===== config.mk =====
export PLATFORM = sky130hd
export DESIGN_NAME = instr_encoder
export DESIGN_NICKNAME = d
export VERILOG_FILES = /design/src/rtl/instr_encoder.sv
export SDC_FILE = /design/constraint.sdc
export NUM_CORES = 1
export LEC_CHECK = 0
export CAP_MARGIN = 40
export CELL_PAD_IN_SITES_DETAIL_PLACEMENT = 1
export CELL_PAD_IN_SITES_GLOBAL_PLACEMENT = 2
export CORE_ASPECT_RATIO = 1.1
export CORE_MARGIN = 2
export CORE_UTILIZATION = 36
export DETAILED_ROUTE_END_ITERATION = 12
export GPL_ROUTABILITY_DRIVEN = 0
export HOLD_SLACK_MARGIN = 0.03
export PLACE_DENSITY_LB_ADDON = 0.25
export SYNTH_ARGS = -nofsm -noshare
export SYNTH_HDL_FRONTEND = slang
export SYNTH_SLANG_ARGS = --single-unit

===== constraint.sdc =====
create_clock -name clk -period 7.7 [get_ports clk]
set_clock_uncertainty 0.2 [all_clocks]
set_input_delay 0.77 -clock clk [delete_from_list [all_inputs] [get_ports clk]]
set_output_delay 0.77 -clock clk [all_outputs]
set_load 0.005 [all_outputs]

===== src/rtl/instr_encoder.sv =====
// RV32I field encoder feeding a 4-entry write FIFO toward instruction memory; accept->mem_valid is 1 cycle.
// in_ready drops while the FIFO is full. Define ENC_RANGE_CHECK_EN to drop out-of-range immediates and raise sticky err.
module instr_encoder (
  input  logic        clk,
  input  logic        rst,
  input  logic        in_valid,
  output logic        in_ready,
  input  logic [2:0]  in_class,
  input  logic [2:0]  in_funct3,
  input  logic        in_funct7b5,
  input  logic [4:0]  in_rd,
  input  logic [4:0]  in_rs1,
  input  logic [4:0]  in_rs2,
  input  logic [31:0] in_imm,
  input  logic        load_base,
  input  logic [31:0] base_addr,
  output logic        mem_valid,
  input  logic        mem_ready,
  output logic [31:0] mem_addr,
  output logic [31:0] mem_data,
  output logic [15:0] count,
  output logic        err
);

  localparam logic [6:0] OP_R    = 7'b0110011;
  localparam logic [6:0] OP_I    = 7'b0010011;
  localparam logic [6:0] OP_LOAD = 7'b0000011;
  localparam logic [6:0] OP_S    = 7'b0100011;
  localparam logic [6:0] OP_B    = 7'b1100011;
  localparam logic [6:0] OP_J    = 7'b1101111;
  localparam logic [6:0] OP_U    = 7'b0110111;

  logic [31:0] enc_word;
  logic        enc_drop;
  logic        accept;
  logic        push;
  logic        pop;

  logic [31:0] fifo_mem [4];
  logic [1:0]  wr_ptr;
  logic [1:0]  rd_ptr;
  logic [2:0]  occ;
  logic [31:0] addr_q;
  logic [15:0] count_q;

`ifdef ENC_RANGE_CHECK_EN
  logic i_ok, b_ok, j_ok, u_ok;
  logic err_q;

  // Upper bits must all equal the sign bit of the field being encoded.
  assign i_ok = (&in_imm[31:11]) | ~(|in_imm[31:11]);
  assign b_ok = ((&in_imm[31:12]) | ~(|in_imm[31:12])) & ~in_imm[0];
  assign j_ok = ((&in_imm[31:20]) | ~(|in_imm[31:20])) & ~in_imm[0];
  assign u_ok = ~(|in_imm[11:0]);
`endif

  always_comb begin
    enc_word = '0;
    enc_drop = 1'b0;
    case (in_class)
      3'd0: enc_word = {1'b0, in_funct7b5, 5'b0, in_rs2, in_rs1, in_funct3, in_rd, OP_R};
      3'd1: enc_word = {in_imm[11:0], in_rs1, in_funct3, in_rd, OP_I};
      3'd2: enc_word = {in_imm[11:0], in_rs1, in_funct3, in_rd, OP_LOAD};
      3'd3: enc_word = {in_imm[11:5], in_rs2, in_rs1, in_funct3, in_imm[4:0], OP_S};
      3'd4: enc_word = {in_imm[12], in_imm[10:5], in_rs2, in_rs1, in_funct3,
                        in_imm[4:1], in_imm[11], OP_B};
      3'd5: enc_word = {in_imm[20], in_imm[10:1], in_imm[11], in_imm[19:12], in_rd, OP_J};
      3'd6: enc_word = {in_imm[31:12], in_rd, OP_U};
      default: enc_drop = 1'b1;
    endcase
`ifdef ENC_RANGE_CHECK_EN
    case (in_class)
      3'd1, 3'd2, 3'd3: if (!i_ok) enc_drop = 1'b1;
      3'd4:             if (!b_ok) enc_drop = 1'b1;
      3'd5:             if (!j_ok) enc_drop = 1'b1;
      3'd6:             if (!u_ok) enc_drop = 1'b1;
      default: ;
    endcase
`endif
  end

  assign in_ready  = (occ != 3'd4);
  assign mem_valid = (occ != 3'd0);
  assign mem_data  = fifo_mem[rd_ptr];
  assign mem_addr  = addr_q;
  assign count     = count_q;

  assign accept = in_valid & in_ready;
  assign push   = accept & ~enc_drop;
  assign pop    = mem_valid & mem_ready;

  // Storage needs no reset; occupancy alone decides what is visible.
  always_ff @(posedge clk) begin
    if (push) fifo_mem[wr_ptr] <= enc_word;
  end

  always_ff @(posedge clk) begin
    if (rst) begin
      wr_ptr  <= '0;
      rd_ptr  <= '0;
      occ     <= '0;
      addr_q  <= '0;
      count_q <= '0;
    end else begin
      if (push) wr_ptr <= wr_ptr + 2'd1;
      if (pop)  rd_ptr <= rd_ptr + 2'd1;
      case ({push, pop})
        2'b10:   occ <= occ + 3'd1;
        2'b01:   occ <= occ - 3'd1;
        default: ;
      endcase
      // A write coinciding with load_base still used the old address.
      if (load_base)  addr_q <= base_addr;
      else if (pop)   addr_q <= addr_q + 32'd4;
      if (pop && count_q != 16'hFFFF) count_q <= count_q + 16'd1;
    end
  end

`ifdef ENC_RANGE_CHECK_EN
  always_ff @(posedge clk) begin
    if (rst)                      err_q <= 1'b0;
    else if (accept && enc_drop)  err_q <= 1'b1;
  end
  assign err = err_q;
`else
  assign err = 1'b0;
`endif

endmodule


* Word level (Yosys, flattened, before mapping)
Memory sizes are Yosys's and may differ from the RTL's. A register that Yosys moved wholly into a read port is not among the register bits. Index checks and enable logic that the tools add are counted.
Operators by class: add/subtract/negate cells 6, eq/ne operators 10, mux-type cells 8, bitwise operators 3, reduce and logical (&&, ||, !) cells 6
Operator list (number):
- one-hot mux 32 bit (7 select lines) | 1
- two-way mux 32 bit | 2
- adder 32 x 3 -> 32 bit, second input constant | 1
- adder 16 x 1 -> 16 bit, second input constant | 1
- != test 16 bit, second input constant | 1
- == test 3 bit, second input constant | 3
- OR reduction 7 bit | 1
- == test 3 x 2 -> 1 bit, second input constant | 2
- one-hot mux 3 bit (2 select lines) | 1
- adder 2 x 1 -> 2 bit, second input constant | 2
- two-way mux 2 bit | 2
- nonzero test 2 bit | 2
- adder 3 x 1 -> 3 bit, second input constant | 1
- AND 1 bit | 3
- == test 3 x 1 -> 1 bit, second input constant | 1
- zero test 3 bit | 1
- != test 3 bit, second input constant | 1
- nonzero test 3 bit | 1
- subtractor 3 x 1 -> 3 bit, second input constant | 1
- == test 2 x 1 -> 1 bit, second input constant | 1
- == test 2 bit, second input constant | 1
- two-way mux 1 bit | 2
- logical AND 1 bit | 1
Storage, ports and cells: flip-flop bits (word level) 55, RAM bits 128, input port bits 91, output and inout bits 83, logic and storage cells 39, memories kept 1
Memory list:
- fifo_mem | depth 4, width 32, rd ports 1, clocked after memory_dff 1, write ports 1, line 39 | logic [31:0] fifo_mem [4];

* Longest topological paths before layout
Gate-level depths: netlist of run 1.
depth after elaboration 5, mapped depth 11, mapped depth without buffers 10

* Least setup slack after synthesis of run 1
OpenSTA, ideal clock, no wires.
path type input-to-reg, start point input port in_class[0], end point register occ[2], library setup time 0.071 ns, arrival time 2.773 ns, required time 7.429 ns, setup slack 4.657 ns, cell stages on the path 11, path buffers 2, cells stage by stage clkbuf_1 > nand3_1 > and3_1 > clkbuf_1 > inv_1 > ha_1 > inv_1 > fa_1 > xor2_1 > or3_1 > a21oi_1
Between the ends: longest elaborated chain between the ends 5, elaborated cells on any way between the ends 13, those cells by class 8 x eq/ne; 1 x mux; 1 x bitwise; 3 x reduce/logical
Ends and longest elaborated chain:
- start: declaration | line 8 | input logic [2:0] in_class,
- == test 3 bit (tied with other cells) | line 60 | case (in_class)
- OR reduction 7 bit (no source line) *
- AND 1 bit * | line 89 | assign push = accept & ~enc_drop;
- == test 2 x 1 -> 1 bit / == test 2 bit (equally long branches) | line 107 | case ({push, pop})
- one-hot mux 3 bit (2 select lines) / nonzero test 2 bit (equally long branches)
- end signal: assignment | line 108 | 2'b10: occ <= occ + 3'd1;
- end signal: assignment | line 109 | 2'b01: occ <= occ - 3'd1;
- end: declaration | line 42 | logic [2:0] occ;
Mark *: on every way between the ends. The rest lies on a longest branch, timed or not. A chain may end at the register's enable or synchronous reset.

* Worst setup path in the final report of run 1
Same ends and word-level chain as after synthesis.

==> out/qor.json, run 1 <==
{
  "critical_path": {
    "crit_family": "buffers and inverters",
    "cpPeakStageDelay_ns": 0.97,
    "regToRegStartpoint": "occ[2]",
    "worst_ep_required_time_ns": 7.86,
    "setup.worst_path.start_class": "primary input",
    "crit_path_top_delay_cell": "clkdlybuf4s50_1",
    "timing.critical_path.cells": "clkdlybuf4s50_1 -> nand3_1 -> and3_1 -> inv_1 -> ha_1 -> inv_1 -> fa_1 -> xor2_1 -> or3_1 -> a21oi_1",
    "end_kind": "flop",
    "timing.critical_path.mode_cell": "inv_1",
    "worstPathMaxFanout": 20,
    "cp-startpoint": "in_class[0]",
    "arrival_ns": 3.78,
    "worst-path-buf-inv": 3,
    "critPathKind": "in2reg"
  },
  "grt": {
    "initial_antenna_violation_count": 1,
    "first_global_vias": 6571,
    "grt_pass1_wl_um": 35430,
    "groute.usage.overall": 0.1875,
    "grt.overflow.total": 0,
    "grt_start_max_net_pins": 63
  },
  "floorplanning": {
    "ioPinCount": 174,
    "fp.dieH_um": 163.8,
    "initial_utilization": 0.3654,
    "placeable_core_region_um2": 22860,
    "floorplan.rows": 58,
    "floorplan.die_area_um2": 24440,
    "dieWidth_um": 149.2
  },
  "timing": {
    "final.period_utilization": 0.4701,
    "finalWorstPathRequiredPeriod_ns": 3.620,
    "finalSetupViolations": 0,
    "achievable_frequency_mhz": 276.3,
    "unrepaired_setup_endpoints_after_global_routing": "false",
    "hold_viol_final": 0,
    "fin_ws_ns": 4.080,
    "final-max-slew-violation-count": 0,
    "setup_total_negative_slack_ns": 0,
    "slew-limit-headroom": 0.4106,
    "worst_pin_slew_ns": 0.8840
  },
  "clock_network": {
    "clock_sinks": 181,
    "tritoncts": "done",
    "number_of_setup_buffers_added_after_cts": 0,
    "postCtsResizedCells": 0,
    "cts_root_buffer": "clkbuf_16",
    "cts.htree.levels": 4,
    "clk_path_buf_depth": 2,
    "path_clk_slew_ns": 0.07,
    "post_cts_hold_buffers": 0,
    "worstSkewPairLatency_ns": 0.43,
    "cts_buffers": 17
  },
  "layout": {
    "flow.area_growth_from_synthesis_pct": 32.25,
    "drive_above_1_share": 0.1036,
    "final_design_area_no_fill_um2": 11050,
    "antenna_cells": 0,
    "number_of_standard_cells_in_the_final_layout_excluding_fillers": 1169,
    "final_net_count": 955
  },
  "power": {
    "vdd_ir_drop_max_mv": 0.1507,
    "power.static_leakage_nw": 3.735,
    "power_density_nw_per_um2": 250.9
  },
  "detailed_routing": {
    "post_drt_wl_per_cell_um": 19.00,
    "total_wire_length_um": 22210,
    "detail_route.drc_violations": 0,
    "dr_total_vias": 6130,
    "antenna_violating_nets_left": 0,
    "first_pass_iters": 5,
    "initialDrtViolationCount": 290,
    "vias_per_cell": 5.244
  },
  "synth": {
    "synth_ff_type": "edfxtp_1",
    "synth_cells": 696,
    "ys_top_cells_by_area": "edfxtp_1 45%, dfxtp_1 14%, mux4_2 8.4%",
    "post-synth-top-count-cell": "edfxtp_1",
    "syn_avg_cell_area_um2": 12.00,
    "total_of_flip_flops_plus_latches_after_synthesis": 181,
    "postSynthNetCount": 795,
    "synth_top_cell_by_area": "edfxtp_1",
    "asyncSetResetFlopFracSynth": 0,
    "synthesis.yosys.warnings": 0,
    "number_of_enable_type_register_cells_in_the_synthesized_netlist": 124,
    "area_fraction_of_the_dominant_cell_type_after_synthesis": 0.4458,
    "yosysUniqueCellTypes": 51,
    "ys_seq_area_frac": 0.5825,
    "post_synth_most_frequent_cells": "124 x edfxtp_1, 65 x nor2_1, 57 x dfxtp_1, 50 x nand2_1, 36 x nand3_1",
    "post_synth_instance_area_um2": 8352
  },
  "job": {
    "maxCapViolCount": 0
  },
  "hold_path": {
    "holdCritPathClass": "reg2reg",
    "holdCritStartpoint": "mem_addr[1]"
  },
  "placement": {
    "place_inst": 1137,
    "placedInstanceArea_um2": 10460,
    "io_buffers": 172,
    "preCtsSetupSlack_ns": 3.653,
    "post-dp-hpwl_um": 15560
  },
  "outcome": {
    "outcome": "complete, no violations"
  }
}
-- state kept, by name, indices dropped and copies added (netlist names), named ones only --
| name | cells |
|---|---|
| fifo_mem | 124 |
| wr_ptr | 2 |
| occ | 3 |
| count | 16 |
| mem_addr | 32 |
| rd_ptr | 2 |
-- worst register-to-register path: cells and delay by family (launching register included) --
family / cells / cell delay, ns
buffers and inverters: 2 / 0.37
and+or+nand+nor: 1 / 0.32
AOI/OAI and AO/OA: 2 / 0.91
adders and majority gates: 2 / 0.47
xor gates and xnor gates: 1 / 0.07
DFF: 1 / 0.38
-- cell usage in the layout (no fill, tap or decap), drive strengths merged, types with 15 or more instances in the layout --
master / synthesis / final
clkdlybuf4s50: 0 / 169
edfxtp: 124 / 124
nand3: 37 / 37
nor2b: 15 / 15
mux4: 31 / 31
xor2: 22 / 22
nor3: 15 / 15
o21ai: 29 / 29
a211oi: 28 / 28
a21oi: 21 / 21
xnor2: 21 / 21
clkbuf: 32 / 17
nand2: 50 / 50
inv: 30 / 40
dfxtp: 57 / 57
nor2: 65 / 65
-- final timing paths --
path | end | slack, ns | cells after the start
worst max register to register | occ[2] | 4.92 | 8
worst max-delay path | occ[2] | 4.08 | 10
worst min-delay path | mem_addr[1] | 0.30 | 2
worst min register to register | mem_addr[1] | 0.30 | 2
-- final cells by class --
| cell class | instances | area [um^2] |
|---|---|---|
| Inverter | 31 | 116.4 |
| Clock buffer | 17 | 425.4 |
| Clock inverter | 15 | 163.9 |
| Multi-Input combinational cell | 443 | 3211 |
| Tap cell | 300 | 375.4 |
| Timing Repair Buffer | 182 | 1887 |
| Fill cell | 2407 | 11810 |
| Sequential cell | 181 | 4867 |
-- layer usage --
layer  vias up  routed length, um  share of wire  track usage
li1       2902                  -              -            -
met1      3015               9575           0.43       0.2365
met2       182              10770           0.49       0.3146
met3        29               1487          0.067      0.05139
met4         2                359          0.016      0.05844
met5         -                 13        0.00059            0
-- where the power goes --
group          internal [mW]  switching, mW
clock                  0.438          0.422
sequential              1.14         0.0547
combinational          0.395          0.321
total                   1.97          0.797
-- logic make-up after synthesis --
| family | count (synthesis) | synth area share |
|---|---|---|
| XOR/XNOR | 43 | 0.04509 |
| multiplexers | 41 | 0.09573 |
| AO/OA/AOI/OAI | 115 | 0.08959 |
| other | 1 | 0.0004490 |
| flip-flops | 181 | 0.5825 |
| adder cells (fa/ha/maj) | 8 | 0.01288 |
| AND/OR/NAND/NOR | 235 | 0.1401 |
| buffers and inverters | 72 | 0.03371 |
-- stage by stage --
stage | util | power (mW) | hold WS, ns
final | 0.4832 | 2.771 | 0.3037
after global routing | 0.4832 | 2.907 | 0.3458
after global placement | 0.4505 | 1.904 | 0.2795
after CTS | 0.4832 | 2.815 | 0.3090
after detailed placement | 0.4574 | 1.948 | 0.2873
after floorplan | - | 1.575 | 0.2847
(Power assumes the default switching activity.)
==> inputs of run 2 (changes only) <==
--- a/config.mk
+++ b/config.mk
@@ -10,7 +10,7 @@
 export CELL_PAD_IN_SITES_GLOBAL_PLACEMENT = 2
 export CORE_ASPECT_RATIO = 1.1
 export CORE_MARGIN = 2
-export CORE_UTILIZATION = 36
+export CORE_UTILIZATION = 34
 export DETAILED_ROUTE_END_ITERATION = 12
 export GPL_ROUTABILITY_DRIVEN = 0
 export HOLD_SLACK_MARGIN = 0.03
==> constraint.sdc (replaced) <==
create_clock -name clk -period 3.6 [get_ports clk]
set_clock_uncertainty 0.2 [all_clocks]
set_input_delay 0.36 -clock clk [delete_from_list [all_inputs] [get_ports clk]]
set_output_delay 0.36 -clock clk [all_outputs]
set_load 0.005 [all_outputs]
==> out/qor.json, run 2 (same netlist as run 1, synthesis figures left out) <==
{
  "critical_path": {
    "critPathKind": {"value": "reg2out", "change": "was in2reg"},
    "reg2reg_setup_slack": {"value": 0.79, "unit": "ns", "change": "was 4.92 ns"},
    "worst_ep_required_time": {"value": 3.04, "unit": "ns", "change": "was 7.86 ns"},
    "arrival": {"value": 2.48, "unit": "ns", "change": "was 3.78 ns"},
    "setup.worst_path.start_class": {"value": "flop", "change": "was primary input"},
    "crit_path_top_delay_cell": {"value": "dfxtp_2", "change": "was clkdlybuf4s50_1"},
    "worst_r2r_endpoint": {"value": "occ[2]", "change": "unchanged"},
    "worstPathMaxFanout": {"value": 16, "change": "was 20"},
    "cpPeakStageDelay": {"value": 0.77, "unit": "ns", "change": "was 0.97 ns"},
    "crit_family": {"value": "flip-flops", "change": "was buffers and inverters"},
    "worst-r2r-cell-count": {"value": 8, "change": "unchanged"},
    "end_kind": {"value": "output port", "change": "was flop"},
    "worst-path-buf-inv": {"value": 2, "change": "was 3"},
    "timing.critical_path.cells": {"value": "buf_12 -> mux4_2 -> clkdlybuf4s50_1", "change": "was clkdlybuf4s50_1 -> nand3_1 -> and3_1 -> inv_1 -> ha_1 -> inv_1 -> fa_1 -> xor2_1 -> or3_1 -> a21oi_1"},
    "regToRegStartpoint": {"value": "occ[2]", "change": "unchanged"}
  },
  "power": {
    "power.static_leakage": {"value": 3.725, "unit": "nW", "change": "was 3.735 nW"},
    "switching_share": {"value": 0.2839, "change": "was 0.2876"},
    "psw": {"value": 1.671, "unit": "mW", "change": "was 0.7970 mW"},
    "power_density": {"value": 532.6, "unit": "nW/um^2", "change": "was 250.9 nW/um^2"},
    "power.share.sequential": {"value": 0.442, "change": "was 0.432"},
    "comb_power_share": {"value": 0.257, "change": "was 0.258"},
    "pwr-share-clk": {"value": 0.301, "change": "was 0.310"},
    "vdd_ir_drop_max": {"value": 0.4134, "unit": "mV", "change": "was 0.1507 mV"},
    "power.internal": {"value": 4.214, "unit": "mW", "change": "was 1.974 mW"}
  },
  "timing": {
    "final-max-slew-violation-count": {"value": 0, "change": "unchanged"},
    "finalSetupViolations": {"value": 0, "change": "unchanged"},
    "worst_pin_slew": {"value": 0.7768, "unit": "ns", "change": "was 0.8840 ns"},
    "achievable_frequency_mhz": 328.9,
    "hold_viol_final": {"value": 0, "change": "unchanged"},
    "final.period_utilization": 0.8445,
    "finalWorstPathRequiredPeriod_ns": 3.040,
    "unrepaired_setup_endpoints_after_global_routing": {"value": "false", "change": "unchanged"},
    "slew-limit-headroom": {"value": 0.4821, "change": "was 0.4106"},
    "setup_total_negative_slack": {"value": 0, "unit": "ns", "change": "unchanged"}
  },
  "floorplanning": {
    "floorplan.die_area": {"value": 25840, "unit": "um^2", "change": "was 24440 um^2"},
    "ioPinCount": {"value": 174, "change": "unchanged"},
    "dieWidth": {"value": 153.4, "unit": "um", "change": "was 149.2 um"},
    "initial_utilization": {"value": 0.3434, "change": "was 0.3654"},
    "placeable_core_region": {"value": 24320, "unit": "um^2", "change": "was 22860 um^2"},
    "fp.dieH": {"value": 168.4, "unit": "um", "change": "was 163.8 um"},
    "floorplan.rows": {"value": 60, "change": "was 58"}
  },
  "clock_network": {
    "tritoncts": {"value": "done", "change": "unchanged"},
    "cts_buffers": {"value": 17, "change": "unchanged"},
    "post_cts_hold_buffers": {"value": 0, "change": "unchanged"},
    "cts.htree.levels": {"value": 4, "change": "unchanged"},
    "clk_path_buf_depth": {"value": 2, "change": "unchanged"},
    "worstSkewPairLatency": {"value": 0.43, "unit": "ns", "change": "about the same"},
    "cts_root_buffer": {"value": "clkbuf_16", "change": "unchanged"},
    "number_of_setup_buffers_added_after_cts": {"value": 0, "change": "unchanged"},
    "postCtsResizedCells": {"value": 0, "change": "unchanged"},
    "path_clk_slew": {"value": 0.08, "unit": "ns", "change": "was 0.07 ns"},
    "clock_sinks": {"value": 181, "change": "unchanged"}
  },
  "layout": {
    "drive_above_1_share": {"value": 0.1056, "change": "was 0.1036"},
    "most-common-layout-cells": {"value": "169 x clkdlybuf4s50_1, 124 x edfxtp_1, 65 x nor2_1", "change": "unchanged"},
    "layout.core_utilization": {"value": 0.4543, "change": "was 0.4832"},
    "final_net_count": {"value": 958, "change": "was 955"},
    "layout.cells.most_common": {"value": "clkdlybuf4s50_1", "change": "unchanged"},
    "flow.area_growth_from_synthesis": {"value": 32.30, "unit": "%", "change": "was 32.25%"},
    "area_used_by_multi_input_combinational_logic": {"value": 3211, "unit": "um^2", "change": "unchanged"},
    "flip_flop_count_of_the_largest_register_after_layout": {"value": 124, "change": "unchanged"},
    "registers.top_by_ff_count": {"value": "fifo_mem", "change": "unchanged"},
    "num-fill-cells": {"value": 2570, "change": "was 2407"},
    "register_area": {"value": 4866, "unit": "um^2", "change": "was 4867 um^2"}
  },
  "grt": {
    "grt_pass1_wl": {"value": 36210, "unit": "um", "change": "was 35430 um"},
    "initial_antenna_violation_count": {"value": 1, "change": "unchanged"},
    "grt.overflow.total": {"value": 0, "change": "unchanged"},
    "grt_start_max_net_pins": {"value": 62, "change": "was 63"},
    "first_global_vias": {"value": 6609, "change": "was 6571"},
    "groute.usage.overall": {"value": 0.1767, "change": "was 0.1875"}
  },
  "detailed_routing": {
    "dr_total_vias": {"value": 6044, "change": "was 6130"},
    "antenna_violating_nets_left": {"value": 0, "change": "unchanged"},
    "post_drt_wl_per_cell": {"value": 18.98, "unit": "um", "change": "was 19.00 um"},
    "initialDrtViolationCount": {"value": 212, "change": "was 290"},
    "total_wire_length": {"value": 22440, "unit": "um", "change": "was 22210 um"},
    "vias_per_cell": {"value": 5.113, "change": "was 5.244"},
    "first_pass_iters": {"value": 4, "change": "was 5"},
    "detail_route.drc_violations": {"value": 0, "change": "unchanged"}
  },
  "hold_path": {
    "worstHoldEndpoint": {"value": "count[9]", "change": "was mem_addr[1]"},
    "holdCritPathClass": {"value": "in2reg", "change": "was reg2reg"},
    "holdCritStartpoint": {"value": "rst", "change": "was mem_addr[1]"},
    "timing.hold.worst_path_depth": {"value": 2, "change": "unchanged"}
  },
  "placement": {
    "io_buffers": {"value": 172, "change": "unchanged"},
    "post-dp-hpwl": {"value": 15780, "unit": "um", "change": "was 15560 um"}
  },
  "job": {
    "maxCapViolCount": {"value": 0, "change": "unchanged"}
  },
  "outcome": {
    "outcome": {"value": "complete, no violations", "change": "unchanged"}
  }
}
## run 2: cell count changes in the layout (fill, tap and decap cells not counted), sizes merged
cell	previous run	this run
clkinvlp	0	3
buf	13	16
diode	0	1
inv	40	39
clkinv	6	3
## run 2: worst max-delay path by stage
stage,start,to,slack [ns],depth (start not counted)
floorplan,in_class[0],occ[2],0.97,11
global placement,mem_ready,occ[2],0.67,9
detailed placement,in_class[2],occ[2],0.49,10
CTS,flop,mem_data[6],0.48,3
global route,flop,mem_data[6],0.40,3
finish,flop,mem_data[6],0.56,3
## run 2: power by group through the flow
stage | combinational, mW | clock, mW | sequential, mW
finish | 1.51 | 1.77 | 2.60
global route | 1.64 | 1.91 | 2.63
CTS | 1.54 | 1.83 | 2.61
detailed placement | 1.53 | 0 | 2.65
global placement | 1.47 | 0 | 2.64
floorplan | 0.797 | 0 | 2.57
## run 2: routing by layer
metal | track usage | vias up | share of wire
met1 | 0.2279 | 2946 | 0.43
met4 | 0.04268 | 0 | 0.013
li1 | - | 2901 | -
met5 | 0 | - | 0
met2 | 0.2983 | 180 | 0.49
met3 | 0.04659 | 17 | 0.064
## run 2: stage by stage
step | power (mW) | worst slack, ns | area, um^2 | hold slack [ns] | std cells
2_1_floorplan | 3.368 | 0.9667 | 8352 | 0.2847 | 696
3_3_place_gp | 4.105 | 0.6684 | 10360 | 0.2819 | 1145
3_5_place_dp | 4.187 | 0.4881 | 10490 | 0.2870 | 1150
4_1_cts | 5.983 | 0.4832 | 11050 | 0.1781 | 1181
5_1_grt | 6.184 | 0.4038 | 11050 | 0.2004 | 1181
6_report | 5.885 | 0.5599 | 11050 | 0.1860 | 1182
## run 2: area by class of cell
cell class                 instances  area share
inverter                          31     0.01053
multi-input combinational        443      0.2906
clock inverter                    14     0.01189
sequential                       181      0.4404
tap                              310     0.03510
clock buffer                      17     0.03850
antenna                            1   0.0002265
timing repair buffer             185      0.1728
